<file path="src/rtl/mod_mul_issue_pkg.sv">
// mod_mul_issue_pkg: modulus, datapath widths and issue FSM encoding shared with the reduction stage
package mod_mul_issue_pkg;
  localparam int Q_WIDTH = 23;
  localparam int DATA_WIDTH = 48;
  localparam logic [Q_WIDTH-1:0] Q = 23'd8380417;
  typedef enum logic {IDLE = 1'b0, BUSY = 1'b1} issue_state_t;
endpackage

</file>
<file path="src/rtl/mod_mul_issue_prod_fifo.sv">
// prod_fifo: power-of-two product queue with combinational head and same-edge push/pop
module prod_fifo #(
  parameter int DEPTH = 4,
  parameter int WIDTH = 48
) (
  input  logic                       clk,
  input  logic                       rst,
  input  logic                       push,
  input  logic [WIDTH-1:0]           din,
  input  logic                       pop,
  output logic [WIDTH-1:0]           dout,
  output logic                       full,
  output logic                       empty,
  output logic [$clog2(DEPTH):0]     count
);
  localparam int AW = $clog2(DEPTH);
  logic [WIDTH-1:0] mem [DEPTH];
  logic [AW-1:0] wr_ptr, rd_ptr;
  logic do_push, do_pop;
  assign full = count == (AW+1)'(DEPTH);
  assign empty = count == '0;
  assign do_push = push && !full;
  assign do_pop = pop && !empty;
  assign dout = mem[rd_ptr];
  always_ff @(posedge clk)
    if (do_push) mem[wr_ptr] <= din;
  always_ff @(posedge clk) begin
    if (rst) begin
      wr_ptr <= '0;
      rd_ptr <= '0;
      count <= '0;
    end else begin
      wr_ptr <= do_push ? wr_ptr + AW'(1) : wr_ptr;
      rd_ptr <= do_pop ? rd_ptr + AW'(1) : rd_ptr;
      count <= count + (AW+1)'(do_push) - (AW+1)'(do_pop);
    end
  end
endmodule

</file>
<file path="src/rtl/mod_mul_issue.sv">
// mod_mul_issue: range-checked operand multiply, product queue and one-at-a-time issue to the reducer
module mod_mul_issue #(
  parameter int DEPTH = 4,
  parameter int DATA_WIDTH = mod_mul_issue_pkg::DATA_WIDTH,
  parameter int Q_WIDTH = mod_mul_issue_pkg::Q_WIDTH
) (
  input  logic                  clk,
  input  logic                  rst,
  input  logic                  in_valid,
  output logic                  in_ready,
  input  logic [Q_WIDTH-1:0]    a,
  input  logic [Q_WIDTH-1:0]    b,
  output logic                  red_start,
  output logic [DATA_WIDTH-1:0] red_data,
  input  logic                  red_done,
  output logic                  range_err,
  output logic                  busy
);
  import mod_mul_issue_pkg::*;
  localparam int CW = $clog2(DEPTH) + 1;
  logic s0_valid, p_valid, accept, in_range, pop, full, empty;
  logic [Q_WIDTH-1:0] s0_a, s0_b;
  logic [DATA_WIDTH-1:0] p_data, head;
  logic [CW-1:0] count;
  issue_state_t state;
  assign accept = in_valid && in_ready;
  assign in_range = a < Q_WIDTH'(Q) && b < Q_WIDTH'(Q);
  // operand and product stages are reserved FIFO slots, so a push can never find the FIFO full
  assign in_ready = !rst && (32'(count) + 32'(s0_valid) + 32'(p_valid) < DEPTH);
  assign pop = state == IDLE && !empty;
  assign busy = s0_valid || p_valid || !empty || state == BUSY;
  prod_fifo #(.DEPTH(DEPTH), .WIDTH(DATA_WIDTH)) u_fifo (
    .clk(clk),
    .rst(rst),
    .push(p_valid),
    .din(p_data),
    .pop(pop),
    .dout(head),
    .full(full),
    .empty(empty),
    .count(count)
  );
  always_ff @(posedge clk) begin
    if (rst) begin
      s0_valid <= 1'b0;
      s0_a <= '0;
      s0_b <= '0;
      p_valid <= 1'b0;
      p_data <= '0;
      range_err <= 1'b0;
    end else begin
      s0_valid <= accept && in_range;
      s0_a <= a;
      s0_b <= b;
      range_err <= range_err || (accept && !in_range);
      p_valid <= s0_valid && !full;
      p_data <= DATA_WIDTH'(s0_a) * DATA_WIDTH'(s0_b);
    end
  end
  always_ff @(posedge clk) begin
    if (rst) begin
      state <= IDLE;
      red_start <= 1'b0;
      red_data <= '0;
    end else begin
      red_start <= pop;
      red_data <= pop ? head : red_data;
      state <= pop ? BUSY : (state == BUSY && red_done) ? IDLE : state;
    end
  end
endmodule

</file>
<file path="config.mk">
export PLATFORM = sky130hd
export DESIGN_NAME = mod_mul_issue
export DESIGN_NICKNAME = d
export VERILOG_FILES = /design/src/rtl/mod_mul_issue_pkg.sv /design/src/rtl/mod_mul_issue_prod_fifo.sv /design/src/rtl/mod_mul_issue.sv
export SDC_FILE = /design/constraint.sdc
export NUM_CORES = 2
export LEC_CHECK = 0
export ABC_AREA = 1
export ABC_CLOCK_PERIOD_IN_PS = 11700
export CAP_MARGIN = 15
export CORE_MARGIN = 2
export CORE_UTILIZATION = 40
export DETAILED_ROUTE_END_ITERATION = 7
export HOLD_SLACK_MARGIN = 0.15
export PLACE_DENSITY = 0.62
export SYNTH_ARGS = -nofsm -noshare
export SYNTH_HDL_FRONTEND = slang
export SYNTH_SLANG_ARGS = --single-unit
</file>
<file path="constraint.sdc">
create_clock -name clk -period 11.7 [get_ports clk]
set_input_delay 3.51 -clock clk [delete_from_list [all_inputs] [get_ports clk]]
set_output_delay 3.51 -clock clk [all_outputs]
set_load 0.03 [all_outputs]
</file>
---- After elaboration in Yosys (flattened, before gate mapping) ----
Memory sizes are Yosys's and may differ from the RTL's. A register that Yosys moved wholly into a read port is not among the register bits.
Index checks and enable logic that the tools add are counted.
cells by class
  add/subtract/negate cells ............... 6
  multipliers ............................. 1
  magnitude comparators ................... 3
  eq/ne operators ......................... 1
  muxes and demuxes ....................... 4
  bitwise logic cells ..................... 1
  reductions and logical operators ........ 20
operator list
  kind                                                 count
  < comparator 23 bit (second input constant)          2
  multiplier 23 x 23 -> 46 bit                         1
  logical AND 1 bit                                    10
  adder 4 x 1 -> 5 bit                                 1
  < comparator 5 x 3 -> 1 bit (second input constant)  1
  adder 2 x 1 -> 2 bit (second input constant)         2
  adder 3 x 1 -> 4 bit                                 1
  logical NOT 1 bit                                    4
  logical OR 1 bit                                     4
  two-way mux 1 bit                                    4
  adder 3 x 1 -> 3 bit                                 1
  equality test 3 bit (second input constant)          1
  logical NOT 3 bit                                    1
  subtractor 3 x 1 -> 3 bit                            1
  nonzero test 2 bit                                   1
  NOT 1 bit                                            1
word-level totals
  register bits ........................... 106
  RAM bits ................................ 192
  input bits .............................. 50
  output and inout bits ................... 52
  logic and storage cells ................. 49
  memories ................................ 1
memory list
  name        words  bits a word  read ports  clocked after Yosys merged registers in  write ports  RTL line                       RTL
  u_fifo.mem  4      48           1           1                                        1            mod_mul_issue_prod_fifo.sv:17  logic [WIDTH-1:0] mem [DEPTH];

---- Logic depth before layout (Yosys ltp) ----
  depth in word-level cells ............... 7
  mapped depth ............................ 30
  mapped depth without buffers ............ 29

---- Hierarchy ----
Synthesis repeated with hierarchy kept, for this count alone.
second synthesis, totals
  cell total of the unflattened synthesis .. 3635
  area, all modules ....................... 30709.5 sq um
by module, submodules not included
  module         instances  cells an instance  area each (sq um)  sequential area each (sq um)
  mod_mul_issue  1          3101               23047.1            2902.8
  prod_fifo      1          534                7662.3             5945.7

---- Worst setup path after synthesis ----
No wires, ideal clock.
  kind .................................... input to output
  start point ............................. input rst
  end point ............................... output in_ready
  arrival ................................. 4.202 ns
  data required time ...................... 8.190 ns
  path slack .............................. 3.988 ns
  stages on the path ...................... 4
  path buffers ............................ 1
  cells stage by stage .................... clkbuf_1 -> inv_1 -> nand2_1 -> nor2_1
between the ends
  longest elaborated chain between the ends .. 2
RTL lines
  element            RTL line             RTL
  start, declared    mod_mul_issue.sv:8   input logic rst,
  logical NOT 1 bit  mod_mul_issue.sv:29  assign in_ready = !rst && (32'(count) + 32'(s0_valid) + 32'(p_valid) < DEPTH);
  logical AND 1 bit  mod_mul_issue.sv:29
  end, declared      mod_mul_issue.sv:10  output logic in_ready,
No other way between the ends.

---- Worst setup path in the final report ----
Same ends and word-level chain as after synthesis.

==> run metrics <==
Final Skew=0.02987 ns; Final Hold Vio Count=0; CP max stage delay=0.69 ns; Yosys warning count=0; CP Class=primary input to output pin; #FFs+latches synth=334; fin cells=4622; count leader, synth=inv_1; Sequential cell area=8529 µm²; largest net degree at the start of global routing=96; vias per inst=4.764; H-Tree Level Count=2; GP Congestion=0.8472; post-synthesis sequential area ratio=0.2810; primary flip-flop cell chosen by synthesis mapping=edfxtp_1; final setup margin=3.225 ns; leakage power=17.11 nW; Vias=22020; Final Max Tran Viols=0; Fmax=0.1180 GHz; fin crit period=8.475 ns; Least-Margin Pin Slew=1.275 ns; Die X=~280 µm; top cells by area, synth=fa_1 (29%), edfxtp_1 (18%), inv_1 (12%); Slew HR=0.1491; clock latency on the worst-skew pair=0.56 ns; Clock Pin Slew Worst Setup and Hold Paths=0.06 ns; worst path cell trace=buf_2, buf_4, inv_2, nand2_1, nor2_1, clkdlybuf4s50_1; CTS sink cnt=334; Power Dens Cells=157.1 nW/µm²; initial antenna violation count=0; grt ovf=0; core outline area=74820 µm²; pre-CTS WS=3.208 ns; Inserted Clock Buffers=35; period utilization=0.7244; status=finished, final reports clean; CTS max path bufs=3; Yosys top cell by area=fa_1; WP buf/inv=4; Crit-path slowest cell=clkdlybuf4s50_1; post-CTS setup buffer count=0; CTS tree=done; top cell type's share of synthesized area=0.2896; delay-heaviest family, CP=buffers and inverters; first-pass GRT wire length=121200 µm; largest fanout on the critical path=60; RSZ-0062 raised after global routing=no; setup_tns=0 ns; die height=279.4 µm; top post-synthesis cells by count=inv_1 (938), nand2_1 (802), fa_1 (439); average size of a mapped cell=between 8 and 9 µm²; Post-DP HPWL=52750 µm; DRT iter0 DRCs=approximately 1500; setup violators final=0; number of instances in the placed design=4558; Multi-input gate area=17710 µm²; share of cells above drive strength 1=0.04736; Syn Inst Count=around 3600; Req. time, crit path=8.19 ns; Startpoint Class=primary input; Starting Density=0.4056; Fill cells=7341; share of async-settable or async-resettable flops after synthesis=0; Initial DRT Pass Iterations=5; Area Growth Syn to Fin=10.42%; vias in the first global route=22580; Cell Rows=100; Hold-fix buffers, CTS=0; arrival time worst endpoint=approximately 5.0 ns; GRT Total Usage=0.1982; Residual DRC=0; Die Area=just under 80000 µm²; peak supply drop=0.0001207 V; IO buf count=99; EDFF count, synth=184; DRT antenna net count=0; Worst setup EP type=output pin; Final #Nets=4295; fin util=0.4478; synthesized area=30350 µm²; cts repair resizes=0; Boundary Pins=102; final WL=74890 µm; diode count=0; root buffer cell=clkbuf_16; maxcap violations=0; worst hold path class=register to register; synth unique cells=37; WL/cell=16.20 µm
[cell usage in the layout (no fill, tap or decap), types with 2 or more instances in the layout]
cell | Yosys | final
inv_1 | 938 | 937
nand2_1 | 802 | 802
fa_1 | 439 | 439
nor2_1 | 331 | 327
edfxtp_1 | 184 | 184
ha_1 | 180 | 180
o21ai_0 | 167 | 167
dfxtp_1 | 150 | 149
clkdlybuf4s50_1 | 0 | 98
a21oi_1 | 70 | 70
a31oi_1 | 47 | 47
buf_4 | 3 | 46
clkbuf_16 | 0 | 35
nand2_2 | 27 | 27
nand3_1 | 26 | 26
nand3_2 | 19 | 19
nor3_1 | 12 | 12
nor2_2 | 13 | 12
nor2_4 | 3 | 8
nand4_1 | 8 | 8
clkbuf_1 | 127 | 7
clkinv_1 | 0 | 6
o21bai_1 | 5 | 5
inv_2 | 3 | 4
nor4_1 | 4 | 4
xnor2_1 | 4 | 4
clkbuf_8 | 1 | 4
bufinv_16 | 0 | 4
o21a_1 | 2 | 2
conb_1 | 1 | 2
clkinv_2 | 0 | 2
[area by class of cell]
class / count / area share
clock buffer: 46 / 0.02857
clock inverter: 18 / 0.006983
inverter: 941 / 0.1054
multi-input combinational: 2169 / 0.5286
sequential: 334 / 0.2545
tap: 969 / 0.03618
timing repair buffer: 145 / 0.03973
[registers in the layout (all words and copies together) (netlist names)]
signal,flops
u_fifo.mem,184
p_data,46
red_data,46
s0_a,23
s0_b,23
u_fifo.count,3
u_fifo.rd_ptr,2
u_fifo.wr_ptr,2
p_valid,1
range_err,1
red_start,1
s0_valid,1
state,1
[routing by layer]
layer,global-route usage,up-vias,share of wire
li1,-,10620,-
met1,0.2715,10600,0.44
met2,0.3243,701,0.46
met3,0.04145,98,0.080
met4,0.04388,0,0.021
met5,0,-,0
[through the flow]
| step | area (µm²) | total power, mW | hold slack, ns |
|---|---|---|---|
| floorplan | 30350 | 3.341 | 0.4375 |
| global placement | 32320 | 4.110 | 0.4407 |
| detailed placement | 32320 | 4.145 | 0.4486 |
| CTS | 33510 | 5.315 | 0.4581 |
| global route | 33510 | 5.712 | 0.4797 |
| finish | 33510 | 5.264 | 0.4547 |
[worst min-delay path: cells and delay by family, from the launching register on]
kind,cells,cell delay (ns)
compound gates,1,0.05
buf+inv,1,0.04
flops,1,0.31
[cell families after synthesis]
family                     count (synthesis)  synth area share
AOI/OAI and AO/OA                        293           0.05096
xor gates and xnor gates                   4          0.001154
adders and majority gates                619            0.3638
buffers and inverters                   1092            0.1366
DFF                                      334            0.2810
other                                      1         0.0001236
and+or+nand+nor                         1251            0.1663
[power by group]
| group | total (mW) | switching, mW | internal (mW) |
|---|---|---|---|
| sequential | 1.57 | 0.126 | 1.44 |
| clock | 1.14 | 0.472 | 0.673 |
| combinational | 2.55 | 1.68 | 0.876 |
[final timing paths]
kind | from | to | slack, ns | depth (start not counted)
max | rst | in_ready | 3.22 | 6
min | range_err | range_err | 0.45 | 2
max reg2reg | s0_b[4] | p_data[44] | 4.96 | 22
min reg2reg | range_err | range_err | 0.45 | 2
Power figures use the tool's default switching activity.
